### src/rtl/mio_pkg.sv
// Shared definitions for the MIO bus arbiter: FSM state codes and master IDs.
package mio_pkg;

   typedef logic [1:0] state_t;

   localparam state_t ST_IDLE   = 2'd0;
   localparam state_t ST_ACCESS = 2'd1;
   localparam state_t ST_DONE   = 2'd2;

   localparam logic M_CPU = 1'b0;
   localparam logic M_DMA = 1'b1;

endpackage

### src/rtl/mio_bus_arbiter_rr_arb2.sv
// Combinational two-way pick between CPU and DMA requests.
module rr_arb2
   import mio_pkg::*;
#(
   parameter int ROUND_ROBIN = 1
) (
   input  logic req0,
   input  logic req1,
   input  logic last,
   output logic gnt_id,
   output logic any
);

   always_comb begin
      any = req0 | req1;
      if (req0 && req1) begin
         // On a tie, round-robin hands the port to whoever did not win last.
         gnt_id = (ROUND_ROBIN != 0) ? ~last : M_CPU;
      end else if (req1) begin
         gnt_id = M_DMA;
      end else begin
         gnt_id = M_CPU;
      end
   end

endmodule

### src/rtl/mio_bus_arbiter.sv
// Shares one fixed-latency memory port between the CPU (M0) and the DMA (M1),
// one transaction at a time, with a registered one-cycle ready per master.
module mio_bus_arbiter
   import mio_pkg::*;
#(
   parameter int AW          = 32,
   parameter int DW          = 32,
   parameter int MEM_LAT     = 2,
   parameter int ROUND_ROBIN = 1
) (
   input  logic          clk,
   input  logic          reset,
   input  logic          m0_req,
   input  logic          m0_we,
   input  logic [AW-1:0] m0_addr,
   input  logic [DW-1:0] m0_wdata,
   output logic          m0_ready,
   output logic [DW-1:0] m0_rdata,
   input  logic          m1_req,
   input  logic          m1_we,
   input  logic [AW-1:0] m1_addr,
   input  logic [DW-1:0] m1_wdata,
   output logic          m1_ready,
   output logic [DW-1:0] m1_rdata,
   output logic          mem_en,
   output logic          mem_we,
   output logic [AW-1:0] mem_addr,
   output logic [DW-1:0] mem_wdata,
   input  logic [DW-1:0] mem_rdata,
   output logic          busy,
   output logic          grant_id
);

   localparam int CW = $clog2(MEM_LAT + 1);

   state_t          state_reg;
   logic [CW-1:0]   cnt_reg;
   logic            last_reg;
   logic            grant_reg;
   logic            we_reg;
   logic [AW-1:0]   addr_reg;
   logic [DW-1:0]   wdata_reg;
   logic            pick_id;
   logic            pick_any;
   logic            access_last;

   rr_arb2 #(
      .ROUND_ROBIN(ROUND_ROBIN)
   ) u_arb (
      .req0  (m0_req),
      .req1  (m1_req),
      .last  (last_reg),
      .gnt_id(pick_id),
      .any   (pick_any)
   );

   assign access_last = (state_reg == ST_ACCESS) && (cnt_reg == '0);

   always_ff @(posedge clk or posedge reset) begin
      if (reset) begin
         state_reg <= ST_IDLE;
         cnt_reg   <= '0;
         last_reg  <= M_DMA;
         grant_reg <= M_CPU;
         we_reg    <= 1'b0;
         addr_reg  <= '0;
         wdata_reg <= '0;
      end else begin
         case (state_reg)
            ST_IDLE: begin
               if (pick_any) begin
                  state_reg <= ST_ACCESS;
                  cnt_reg   <= CW'(MEM_LAT - 1);
                  last_reg  <= pick_id;
                  grant_reg <= pick_id;
                  we_reg    <= pick_id ? m1_we    : m0_we;
                  addr_reg  <= pick_id ? m1_addr  : m0_addr;
                  wdata_reg <= pick_id ? m1_wdata : m0_wdata;
               end
            end
            ST_ACCESS: begin
               if (cnt_reg == '0) begin
                  state_reg <= ST_DONE;
               end else begin
                  cnt_reg <= cnt_reg - 1'b1;
               end
            end
            ST_DONE: state_reg <= ST_IDLE;
            default: state_reg <= ST_IDLE;
         endcase
      end
   end

   // Per-master completion pulse and read-data holding register.
   generate
      for (genvar gi = 0; gi < 2; gi++) begin : g_master
         logic          ready_reg;
         logic [DW-1:0] rdata_reg;
         always_ff @(posedge clk or posedge reset) begin
            if (reset) begin
               ready_reg <= 1'b0;
               rdata_reg <= '0;
            end else begin
               ready_reg <= access_last && (grant_reg == 1'(gi));
               if (access_last && (grant_reg == 1'(gi)) && !we_reg) begin
                  rdata_reg <= mem_rdata;
               end
            end
         end
      end
   endgenerate

   assign m0_ready = g_master[0].ready_reg;
   assign m0_rdata = g_master[0].rdata_reg;
   assign m1_ready = g_master[1].ready_reg;
   assign m1_rdata = g_master[1].rdata_reg;

   assign mem_en    = (state_reg == ST_ACCESS);
   assign mem_we    = mem_en & we_reg;
   assign mem_addr  = mem_en ? addr_reg  : '0;
   assign mem_wdata = mem_en ? wdata_reg : '0;
   assign busy      = (state_reg == ST_ACCESS) || (state_reg == ST_DONE);
   assign grant_id  = grant_reg;

endmodule
### config.mk
export PLATFORM = sky130hd
export DESIGN_NAME = mio_bus_arbiter
export DESIGN_NICKNAME = d
export VERILOG_FILES = /design/src/rtl/mio_pkg.sv /design/src/rtl/mio_bus_arbiter_rr_arb2.sv /design/src/rtl/mio_bus_arbiter.sv
export SDC_FILE = /design/constraint.sdc
export NUM_CORES = 1
export LEC_CHECK = 0
export ABC_AREA = 1
export CAP_MARGIN = 20
export CORE_ASPECT_RATIO = 0.5
export CORE_MARGIN = 2
export CORE_UTILIZATION = 30
export DETAILED_ROUTE_END_ITERATION = 8
export GPL_TIMING_DRIVEN = 0
export PLACE_DENSITY_LB_ADDON = 0.3
export SKIP_LAST_GASP = 1
export SYNTH_ARGS = -nofsm -noshare
export SYNTH_HDL_FRONTEND = slang
export SYNTH_SLANG_ARGS = --single-unit
### constraint.sdc
create_clock -name clk -period 12.5 [get_ports clk]
set_input_delay 2.5 -clock clk [delete_from_list [all_inputs] [get_ports clk]]
set_output_delay 2.5 -clock clk [all_outputs]
set_load 0.01 [all_outputs]
* Word level (Yosys, flattened, before mapping)
Cells that the tools add are included.
** Word-level totals
- Bits in registers :: 137
- Logic and storage cells :: 47
** Cells by class
- Add/sub/neg operators :: 1
- Eq/ne operators :: 5
- Mux-type cells :: 12
- Bitwise logic cells :: 4
- Reductions and logical operators :: 14
** Operators with widths (count)
- two-way mux 32 bit :: 4
- one-hot mux 2 bit (2 select lines) :: 2
- logical AND 1 bit :: 6
- two-way mux 2 bit :: 3
- zero test 2 bit :: 2
- != test 2 bit, second input constant :: 2
- AND reduction 2 bit :: 2
- two-way mux 1 bit :: 3
- AND reduction 3 bit :: 1
- == test 2 x 1 -> 1 bit, second input constant :: 1
- == test 2 bit, second input constant :: 1
- != test 2 x 1 -> 1 bit, second input constant :: 1
- inverter 1 bit :: 2
- nonzero test 2 bit :: 1
- subtractor 2 x 1 -> 2 bit, second input constant :: 1
- AND 1 bit :: 1
- zero test 1 bit :: 1
- logical OR 1 bit :: 1
- OR 1 bit :: 1

* Depth between registers and ports, before layout
Gate-level depths: netlist of the first run.
- Word-level depth :: 4
- Gate-level depth with buffers :: 9
- Mapped depth without buffers :: 8

* Cells and area by module
Synthesis of the first run repeated with hierarchy kept, for this count alone.
** Second synthesis, totals
- Cells, all modules :: 891
- Area total of the unflattened synthesis :: 6819.0 um^2
** Modules (own cells, without submodules)
- mio_bus_arbiter :: times used 1, cells each 888, area each 6804.0 um^2, sequential area each 3429.5 um^2
- rr_arb2 :: times used 1, cells each 3, area each 15.0 um^2, sequential area each 0.0 um^2

* Worst setup path before layout of the first run
No wires, ideal clock.
- Kind :: register to output
- Start point :: reg state_reg[1]
- End point :: out mem_addr[10]
- Arrival time :: 1.267 ns
- Setup slack :: 8.733 ns
- Cell stages (with the launch flop) :: 7
- Buffers on the path :: 2
- Cells stage by stage :: dfrtp_1 > inv_1 > ha_1 > clkbuf_1 > buf_2 > nand2_1 > inv_1
** Between the ends
- Longest elaborated chain between the ends :: 2
** Ends and longest elaborated chain
- from (decl) :: RTL line mio_bus_arbiter.sv:36 : state_t state_reg;
- from (signal assigned) :: RTL line mio_bus_arbiter.sv:61 : state_reg <= ST_IDLE;
- from (signal assigned) :: RTL line mio_bus_arbiter.sv:72 : state_reg <= ST_ACCESS;
- from (signal assigned) :: RTL line mio_bus_arbiter.sv:83 : state_reg <= ST_DONE;
- == test 2 x 1 -> 1 bit :: RTL line mio_bus_arbiter.sv:118 : assign mem_en = (state_reg == ST_ACCESS);
- two-way mux 32 bit :: RTL line mio_bus_arbiter.sv:120 : assign mem_addr = mem_en ? addr_reg : '0;
- to (decl) :: RTL line mio_bus_arbiter.sv:27 : output logic [AW-1:0] mem_addr,
No other way between the ends.

* Worst setup path in the final report of the first run
- Start point :: reg state_reg[1]
- End point :: out mem_addr[8]
Same word-level chain as after synthesis.

==> results of run 1 <==
[layer usage]
metal / routed length, um / global-route usage, % / vias up
met5: 0 / 0 / -
met4: 435 / 7.20 / 0
met3: 904 / 3.14 / 30
met2: 11000 / 32.6 / 156
met1: 9310 / 21.6 / 3356
li1: - / - / 3544
[logic make-up (layout without fill, tap and decap cells)]
group | count (synthesis) | after routing | share of synthesized area [%]
compound gates | 65 | 65 | 4.66
fa+ha+maj | 5 | 5 | 0.897
buf+inv | 292 | 624 | 16.4
flops | 137 | 137 | 49.1
simple gates | 487 | 487 | 28.9
[final timing paths]
kind / slack (ps) / from / cells past startpoint / endpoint
max: 7360 / state_reg[1] / 7 / mem_addr[8]
min: 470 / last_reg / 2 / last_reg
max reg2reg: 10650 / state_reg[1] / 8 / m0_rdata[27]
min reg2reg: 470 / last_reg / 2 / last_reg
max in group asynchronous: 9240 / reset / 3 / m1_rdata[19]
min in group asynchronous: 2470 / reset / 2 / m0_rdata[15]
[report_power, final]
| part | switching, mW | total (mW) | internal [mW] |
|---|---|---|---|
| combinational | 0.645 | 1.25 | 0.602 |
| sequential | 0.122 | 0.795 | 0.673 |
| clock | 0.209 | 0.492 | 0.283 |
| total | 0.977 | 2.53 | 1.56 |
[layout by cell type (no fill, tap or decap)]
master,instances
nand3_1,134
nand2_2,2
nor2_4,1
buf_16,1
o21ai_1,12
or2_2,1
inv_1,236
nor2_2,3
inv_8,1
nand2_1,343
inv_2,1
dfstp_2,1
bufinv_16,1
clkbuf_16,17
clkinv_4,3
dfrtp_1,136
clkbuf_8,1
buf_2,25
inv_6,5
clkinv_2,1
clkdlybuf4s50_1,299
clkbuf_1,21
clkinvlp_4,4
nor2_1,3
o21ai_0,53
ha_1,5
buf_1,4
buf_4,4
[final cells by class]
| cell class | count | area, um2 |
|---|---|---|
| Fill cell | 2259 | 11900 |
| Sequential cell | 137 | 3430 |
| Timing Repair Buffer | 300 | 3020 |
| Multi-Input combinational cell | 557 | 2410 |
| Inverter | 238 | 898 |
| Clock buffer | 18 | 439 |
| Tap cell | 307 | 384 |
| Buffer | 54 | 249 |
| Clock inverter | 14 | 138 |
[tightest hold or removal path, cell delays in order, from the launching register on]
cell     delay [ps]
dfstp_2         370
nand2_1          50
nand2_1          50
[through the flow]
step	util [%]	worst slack [ps]
final	48.0	7360
after global routing	48.0	7110
after CTS	48.0	7250
after detailed placement	45.5	7730
after global placement	45.3	4400
after floorplan	-	6330
==> summary.txt, run 1 <==
CTS
  • CTS H-tree lvls: 4
  • PostCTS Resize Cnt: 0
  • CTS sink count: 137
  • Hold-fix buffers, CTS: 0
  • Clock Latency Late Sink: 420 ps
  • Clk slew on worst S/H paths: 60 ps
  • CTS tree: yes
  • Post-CTS setup buffers: 0
  • Clock root buffer: clkbuf_16
  • Clock tree buffer depth: 2
  • Num CTS Buffers: 17

Floorplan
  • Row count: 39
  • Die Wd: 220 um
  • Initial Util: 30.6%
  • Die span in y: 112 um
  • Core area: 22,800 um2
  • Ports: 300
  • Die area: 24,600 um2

Setup path
  • Data required, critical path: 10,000 ps
  • Crit Path Max Fanout: 10
  • CP most frequent cell: inv_1
  • Critical path's largest stage delay: 540 ps
  • Crit path buf inv count: 5
  • Critical path's top delay family: buffers and inverters
  • Worst Setup Start Kind: flop
  • Critical Path Sink Type: output port
  • Setup Crit Path Kind: flop to output port
  • Slowest cell on crit path: clkdlybuf4s50_1
  • Crit-path cells: inv_1 > ha_1 > clkbuf_1 > buf_2 > nand2_1 > inv_1 > clkdlybuf4s50_1
  • Critical path data arrival time: 2640 ps

Drt
  • Final WL: 21.6 mm
  • Vias/cell: 4.36
  • ANT nets after route: 0
  • Drt initial violations: 424
  • Residual DRC: 0
  • WL/cell: 13.3 um
  • Via count: 7,086
  • DRT Pass-1 Iters: 4

Yosys
  • Post-Syn Nets: 1,157
  • Synth area leader: dfrtp_1
  • Post-synth top flop: dfrtp_1
  • Ranking of synthesized cells by area: dfrtp_1 (49%), nand2_1 (18%), inv_1 (13%), nand3_1 (9.6%), o21ai_0 (3.8%)
  • Mapped cell area: 6980 um2
  • Post-Synthesis Cells: 986
  • Top cells by count, synth: nand2_1 (343), inv_1 (237), dfrtp_1 (136)
  • Count leader, synth: nand2_1
  • Syn. warnings: 0
  • Flop and latch count out of synthesis: 137
  • Register area share after synthesis: 49.1%
  • EDFF count, synth: 0
  • Synth async-reset ratio: 100%
  • Cell variety after synth: 18
  • Mean Syn Cell Area: 7.08 um2
  • Synth top area share: 48.8%

STA
  • Max Transition Viols Final: 0
  • Setup TNS: 0 ps
  • Worst hold slack: 470 ps
  • Max transition margin: 62.6%
  • Skew final: 5.65 ps
  • Fin. Hold Viols: 0
  • Tmin final: 5140 ps
  • Final setup violation count: 0
  • Least-Margin Pin Slew: 561 ps
  • Max Clk Rate: 195 MHz
  • Fin crit share: 41.1%
  • RSZ-0062 raised after global routing: false

Final layout
  • Share of layout cells above drive strength 1: 5.46%
  • Post-route insts no fill: 1,625
  • Area grow syn2layout: 57.1%
  • Nets: 1,476
  • Post-route cell area: 11,000 um2
  • Antenna diodes: 0

Global routing
  • Number of global-route vias before repair: 7,143
  • All-Layer GR Usage: 18.2%
  • Maximum number of pins on one net before global-route repair: 94
  • Initial antenna violation count: 0
  • First-pass GRT wire length: 34.9 mm
  • GRT overflow: 0

Outcome
  • Outcome: complete, no violations

Placed design
  • HPWL Detailed: 16.4 mm
  • Dpl cells: 1,593
  • RePlAce Congestion: 0.815
  • DP Area: 10,400 um2
  • IO Port Bufs: 299

Power and ir drop
  • Total power: 2.53 mW
  • LEAKAGE: 6.04 nW
  • Worst vdd ir: 0.0958 mV
  • Power per cell area: 231 nW/um2

Job
  • Max-Cap Viols: 0

Worst hold path
  • Hold Path Class: flop to flop
Power figures use the tool's default switching activity.
==> run 2: changes to the inputs <==
==> constraint.sdc (replaced) <==
create_clock -name clk -period 4.2 [get_ports clk]
set_input_delay 0.84 -clock clk [delete_from_list [all_inputs] [get_ports clk]]
set_output_delay 0.84 -clock clk [all_outputs]
set_load 0.01 [all_outputs]
==> run 2 against run 1 <==
  * Die area stayed put
  * Sequential power grew to 3.0 times the previous value
  * Sequential share of layout area is 0.11 points lower
  * Via count decreased by 0.24%
  * Routed wire length up 2.9%
  * Setup slack got worse by 6600 ps
  * Highest routed layer unchanged
  * Non-clock buffer count rose by 2
  * Critical path depth unchanged
  * Critical endpoint is now mem_wdata[6]
==> summary.txt, run 2 (synthesis gave the netlist of run 1 again) <==
CTS
  • Clock root buffer: clkbuf_16
  • Clk slew on worst S/H paths: 60 ps (about the same)
  • CTS tree: yes
  • Clock tree buffer depth: 2 (unchanged)
  • CTS sink count: 137 (unchanged)
  • Post-CTS setup buffers: 0 (unchanged)
  • Hold-fix buffers, CTS: 0 (unchanged)
  • Num CTS Buffers: 17 (unchanged)
  • CTS H-tree lvls: 4 (unchanged)
  • Clock Latency Late Sink: 420 ps (about the same)
  • PostCTS Resize Cnt: 0 (unchanged)

STA
  • Worst hold slack: 471 ps (+1.04 ps)
  • Max Transition Viols Final: 0 (unchanged)
  • Fin crit share: 83.1%
  • Final setup margin: 710 ps (-6650 ps)
  • Tmin final: 3490 ps
  • Skew final: 11.4 ps (+5.72 ps)
  • Max transition margin: 55.1% (-7.6 points)
  • Final setup violation count: 0 (unchanged)
  • Fin. Hold Viols: 0 (unchanged)
  • RSZ-0062 raised after global routing: false
  • Max Clk Rate: 287 MHz
  • Least-Margin Pin Slew: 673 ps (+112 ps)
  • Setup TNS: 0 ps (unchanged)

Final layout
  • Share of layout cells above drive strength 1: 5.61% (+0.14 points)
  • Antenna diodes: 0 (unchanged)
  • Area grow syn2layout: 57.7%
  • Commonest non-fill, non-tap cell in the layout: nand2_1
  • Nets: 1,478 (+0.14%)
  • Most frequent cells in the layout: nand2_1 (343), clkdlybuf4s50_1 (299), inv_1 (236)
  • Post-route insts no fill: 1,627 (+0.12%)

Setup path
  • Data required, critical path: 3360 ps (-6640 ps)
  • Crit path buf inv count: 5 (unchanged)
  • Crit Path Max Fanout: 10 (unchanged)
  • Reg2reg path depth: 8 (unchanged)
  • Worst path depth: 7 (unchanged)
  • CP most frequent cell: inv_1
  • Worst Setup Start Kind: flop
  • Critical path data arrival time: 2650 ps (about the same)
  • Crit-path cells: inv_1 > ha_1 > clkbuf_1 > buf_2 > nand2_1 > inv_1 > clkdlybuf4s50_1
  • Critical Path Sink Type: output port
  • Critical path's largest stage delay: 570 ps (+30 ps)
  • Setup Crit Path Kind: flop to output port
  • Critical path's top delay family: buffers and inverters
  • Slowest cell on crit path: clkdlybuf4s50_1

Power and ir drop
  • Net Sw Power: 2.93 mW (+200%)
  • Worst vdd ir: 0.291 mV (+200%)
  • Sequential share of power: 31.2% (-0.2 points)
  • Combinational Power Share: 49.2% (about the same)
  • Total power: 7.59 mW (+200%)
  • LEAKAGE: 6.06 nW (+0.25%)
  • Switch share: 38.6% (+0.073 points)
  • Power per cell area: 690 nW/um2 (+200%)
  • Int Power: 4.66 mW (+200%)
  • Clk pwr share: 19.6% (+0.2 points)

Floorplan
  • Die area: 24,600 um2 (unchanged)
  • Core area: 22,800 um2 (unchanged)
  • Initial Util: 30.6% (unchanged)
  • Die Wd: 220 um (unchanged)
  • Ports: 300 (unchanged)
  • Row count: 39 (unchanged)
  • Die span in y: 112 um (unchanged)

Global routing
  • GRT overflow: 0 (unchanged)
  • All-Layer GR Usage: 18.4% (+0.23 points)
  • Number of global-route vias before repair: 7,187 (+0.62%)
  • First-pass GRT wire length: 35.6 mm (+2.2%)
  • Maximum number of pins on one net before global-route repair: 40 (-57%)
  • Initial antenna violation count: 0 (unchanged)

Placed design
  • Pre-CTS WS: 1120 ps (-6610 ps)
  • RePlAce Congestion: 0.804 (-1.3%)
  • IO Port Bufs: 299 (unchanged)
  • Dpl cells: 1,595 (+0.13%)
  • HPWL Detailed: 16.9 mm (+3.1%)

Drt
  • DRT Pass-1 Iters: 5 (+1)
  • Vias/cell: 4.34 (-0.36%)
  • WL/cell: 13.7 um (+2.7%)
  • Drt initial violations: 464 (+9.4%)
  • ANT nets after route: 0 (unchanged)
  • Residual DRC: 0 (unchanged)
  • Final WL: 22.3 mm (+2.9%)
  • Via count: 7,069 (-0.24%)

Job
  • Max-Cap Viols: 0 (unchanged)

Worst hold path
  • Hold Path Class: flop to flop
  • Hold path depth: 2 (unchanged)

Outcome
  • Outcome: complete, no violations
[run 2: cell types whose count changed in the layout (fill, tap and decap cells not counted)]
cell / delta
clkbuf_8: +1
buf_12: +3
clkinv_2: -1
clkinvlp_4: +1
buf_16: -1
clkinv_4: -1
[run 2: tightest hold or removal path, stage by stage, from the launching register on]
cell	delay (ps)
dfstp_2	370
nand2_1	50
nand2_1	50
[run 2: layout make-up]
cell class              instances  area [um2]
clock buffers                  19         453
plain buffers                  54         249
multi-input cells             557        2410
well taps                     307         384
clock inverters                13         133
flip-flops and latches        137        3430
fillers                      2306       11800
repair buffers                302        3050
inverters                     238         897
[run 2: power by group through the flow]
| stage | Clock (mW) | Sequential, mW | Combinational, mW |
|---|---|---|---|
| after floorplan | 0 | 2.47 | 1.70 |
| after global placement | 0 | 2.35 | 3.72 |
| after detailed placement | 0 | 2.38 | 3.78 |
| after CTS | 1.52 | 2.37 | 3.79 |
| after global routing | 1.58 | 2.46 | 4.15 |
| final | 1.49 | 2.37 | 3.74 |
[run 2: path summary, 6_finish.rpt]
| check | from | to | slack, ps |
|---|---|---|---|
| min in group asynchronous | reset | m0_rdata[25] | 860 |
| worst max-delay path | state_reg[1] | mem_wdata[6] | 710 |
| max in group asynchronous | reset | addr_reg[24] | 2440 |
| worst min register to register | last_reg | last_reg | 470 |
| worst min-delay path | last_reg | last_reg | 470 |
| worst max register to register | state_reg[1] | m0_rdata[8] | 2310 |
[run 2: through the flow]
stage          util [%]  cell area [um2]
2_1_floorplan         -             6980
5_1_grt            48.2            11000
3_3_place_gp       45.4            10400
4_1_cts            48.2            11000
3_5_place_dp       45.6            10400
6_report           48.2            11000
[run 2: layer usage]
layer  share of wire, %  vias up  GRT usage (%)
li1                   -     3542              -
met1                 43     3310           22.4
met2                 50      185           32.6
met3                4.5       32           3.50
met4                2.3        0           6.22
met5                  0        -              0
==> run 3: changes to the inputs <==
==> constraint.sdc (replaced) <==
create_clock -name clk -period 3.4 [get_ports clk]
set_input_delay 0.68 -clock clk [delete_from_list [all_inputs] [get_ports clk]]
set_output_delay 0.68 -clock clk [all_outputs]
set_load 0.01 [all_outputs]
==> run 3 against run 2 <==
  * First-iteration DRC count is 9.9% lower
  * Largest power group unchanged
  * Cell area hardly changed
  * Die area stayed put
  * Total power is 24% higher
==> summary.txt, run 3 (synthesis gave the netlist of run 1 again) <==
Final layout
  • Fillers: 2,308 (+0.087%)
  • Share of layout cells above drive strength 1: 5.68% (+0.076 points)
  • Fin util: 48.2% (about the same)
  • Nets: 1,478 (unchanged)
  • Antenna diodes: 0 (unchanged)
  • Area grow syn2layout: 57.7% (about the same)
  • Commonest non-fill, non-tap cell in the layout: nand2_1
  • Most frequent cells in the layout: nand2_1 (343), clkdlybuf4s50_1 (299), inv_1 (236)
  • Post-route insts no fill: 1,627 (unchanged)
  • Post-route cell area: 11,000 um2 (about the same)

Drt
  • Final WL: 22.2 mm (about the same)
  • WL/cell: 13.7 um (about the same)
  • Drt initial violations: 418 (-9.9%)
  • DRT Pass-1 Iters: 5 (unchanged)
  • Vias/cell: 4.35 (+0.18%)
  • ANT nets after route: 0 (unchanged)
  • Residual DRC: 0 (unchanged)
  • Via count: 7,082 (+0.18%)

Global routing
  • Maximum number of pins on one net before global-route repair: 40 (unchanged)
  • GRT overflow: 0 (unchanged)
  • All-Layer GR Usage: 18.4% (unchanged)
  • Initial antenna violation count: 0 (unchanged)
  • Number of global-route vias before repair: 7,187 (unchanged)
  • First-pass GRT wire length: 35.6 mm (unchanged)

STA
  • Fin crit share: 91.0%
  • Max transition margin: 55.1% (about the same)
  • RSZ-0062 raised after global routing: false
  • Tmin final: 3090 ps
  • Least-Margin Pin Slew: 673 ps (-0.121 ps)
  • Setup TNS: 0 ps (unchanged)
  • Fin. Hold Viols: 0 (unchanged)
  • Final setup violation count: 0 (unchanged)
  • Max Clk Rate: 323 MHz
  • Max Transition Viols Final: 0 (unchanged)
  • Skew final: 11.4 ps (+0.0596 ps)

CTS
  • Clock Latency Late Sink: 420 ps (about the same)
  • CTS tree: yes
  • Hold-fix buffers, CTS: 0 (unchanged)
  • CTS H-tree lvls: 4 (unchanged)
  • Clk slew on worst S/H paths: 60 ps (about the same)
  • Clock root buffer: clkbuf_16
  • Clock tree buffer depth: 2 (unchanged)
  • Num CTS Buffers: 17 (unchanged)
  • PostCTS Resize Cnt: 0 (unchanged)
  • Post-CTS setup buffers: 0 (unchanged)
  • CTS sink count: 137 (unchanged)

Floorplan
  • Core area: 22,800 um2 (unchanged)
  • Row count: 39 (unchanged)
  • Die area: 24,600 um2 (unchanged)
  • Die Wd: 220 um (unchanged)
  • Ports: 300 (unchanged)
  • Initial Util: 30.6% (unchanged)
  • Die span in y: 112 um (unchanged)

Setup path
  • Critical Path Sink Type: output port
  • Worst Setup Start Kind: flop
  • Reg2reg path depth: 8 (unchanged)
  • Critical path data arrival time: 2410 ps (-240 ps)
  • Crit Path Max Fanout: 10 (unchanged)
  • Setup Crit Path Kind: flop to output port
  • Data required, critical path: 2720 ps (-640 ps)

Worst hold path
  • Hold Path Class: flop to flop
  • Hold path depth: 2 (unchanged)

Power and ir drop
  • Worst vdd ir: 0.359 mV (+24%)
  • LEAKAGE: 6.06 nW (about the same)
  • Power per cell area: 852 nW/um2 (+24%)
  • Combinational Power Share: 49.2% (about the same)
  • Int Power: 5.76 mW (+24%)
  • Total power: 9.38 mW (+24%)
  • Switch share: 38.6% (about the same)
  • Clk pwr share: 19.6% (about the same)
  • Sequential share of power: 31.2% (about the same)
  • Net Sw Power: 3.62 mW (+23%)

Placed design
  • Dpl cells: 1,595 (unchanged)
  • IO Port Bufs: 299 (unchanged)
  • DP Area: 10,400 um2 (unchanged)
  • HPWL Detailed: 16.9 mm (unchanged)
  • RePlAce Congestion: 0.804 (unchanged)

Outcome
  • Outcome: complete, no violations

Job
  • Max-Cap Viols: 0 (unchanged)
run 3: cell types whose count changed in the layout (fill, tap and decap cells not counted):
cell      change
clkbuf_2      +1
clkbuf_1      -1
run 3: final timing paths:
path	start	to	slack, ps
setup reg to reg	state_reg[1]	m0_rdata[8]	1520
hold reg to reg	last_reg	last_reg	470
max in group asynchronous	reset	addr_reg[24]	1800
hold / removal	last_reg	last_reg	470
setup / recovery	state_reg[1]	mem_wdata[16]	310
min in group asynchronous	reset	m0_rdata[25]	700
run 3: metal layers:
layer  routed length (um)  vias up  global-route usage [%]
met5                    0        -                       0
met4                  503        0                    6.22
met3                  917       32                    3.50
met2                11200      173                    32.6
met1                 9630     3335                    22.4
li1                     -     3542                       -
run 3: power by group through the flow:
stage,Clock (mW),Sequential [mW],Combinational [mW]
after floorplan,0,3.05,2.09
after global placement,0,2.91,4.60
after detailed placement,0,2.94,4.67
after CTS,1.87,2.93,4.69
after global routing,1.96,3.03,5.13
final,1.84,2.92,4.62
run 3: through the flow:
step                      hold WS [ps]  worst slack, ps
after global placement             455             -245
after global routing               490              119
after floorplan                    442             1010
final                              471              306
after CTS                          470             5.42
after detailed placement           460              475
run 3: cell type report:
type                            count  area [um2]  area share [%]
Sequential cell                   137        3430            31.2
Clock buffer                       19         453            4.12
Tap cell                          307         384            3.49
Multi-Input combinational cell    557        2410            21.9
Inverter                          238         897            8.15
Timing Repair Buffer              302        3050            27.7
Clock inverter                     13         133            1.21
Buffer                             54         250            2.27
run 3: worst max-delay path, cell delays in order, from the launching register on:
cell             delay, ps
dfrtp_1                380
inv_1                  120
ha_1                   220
clkbuf_2               290
buf_2                  300
nand2_1                 80
inv_1                   50
clkdlybuf4s50_1        560
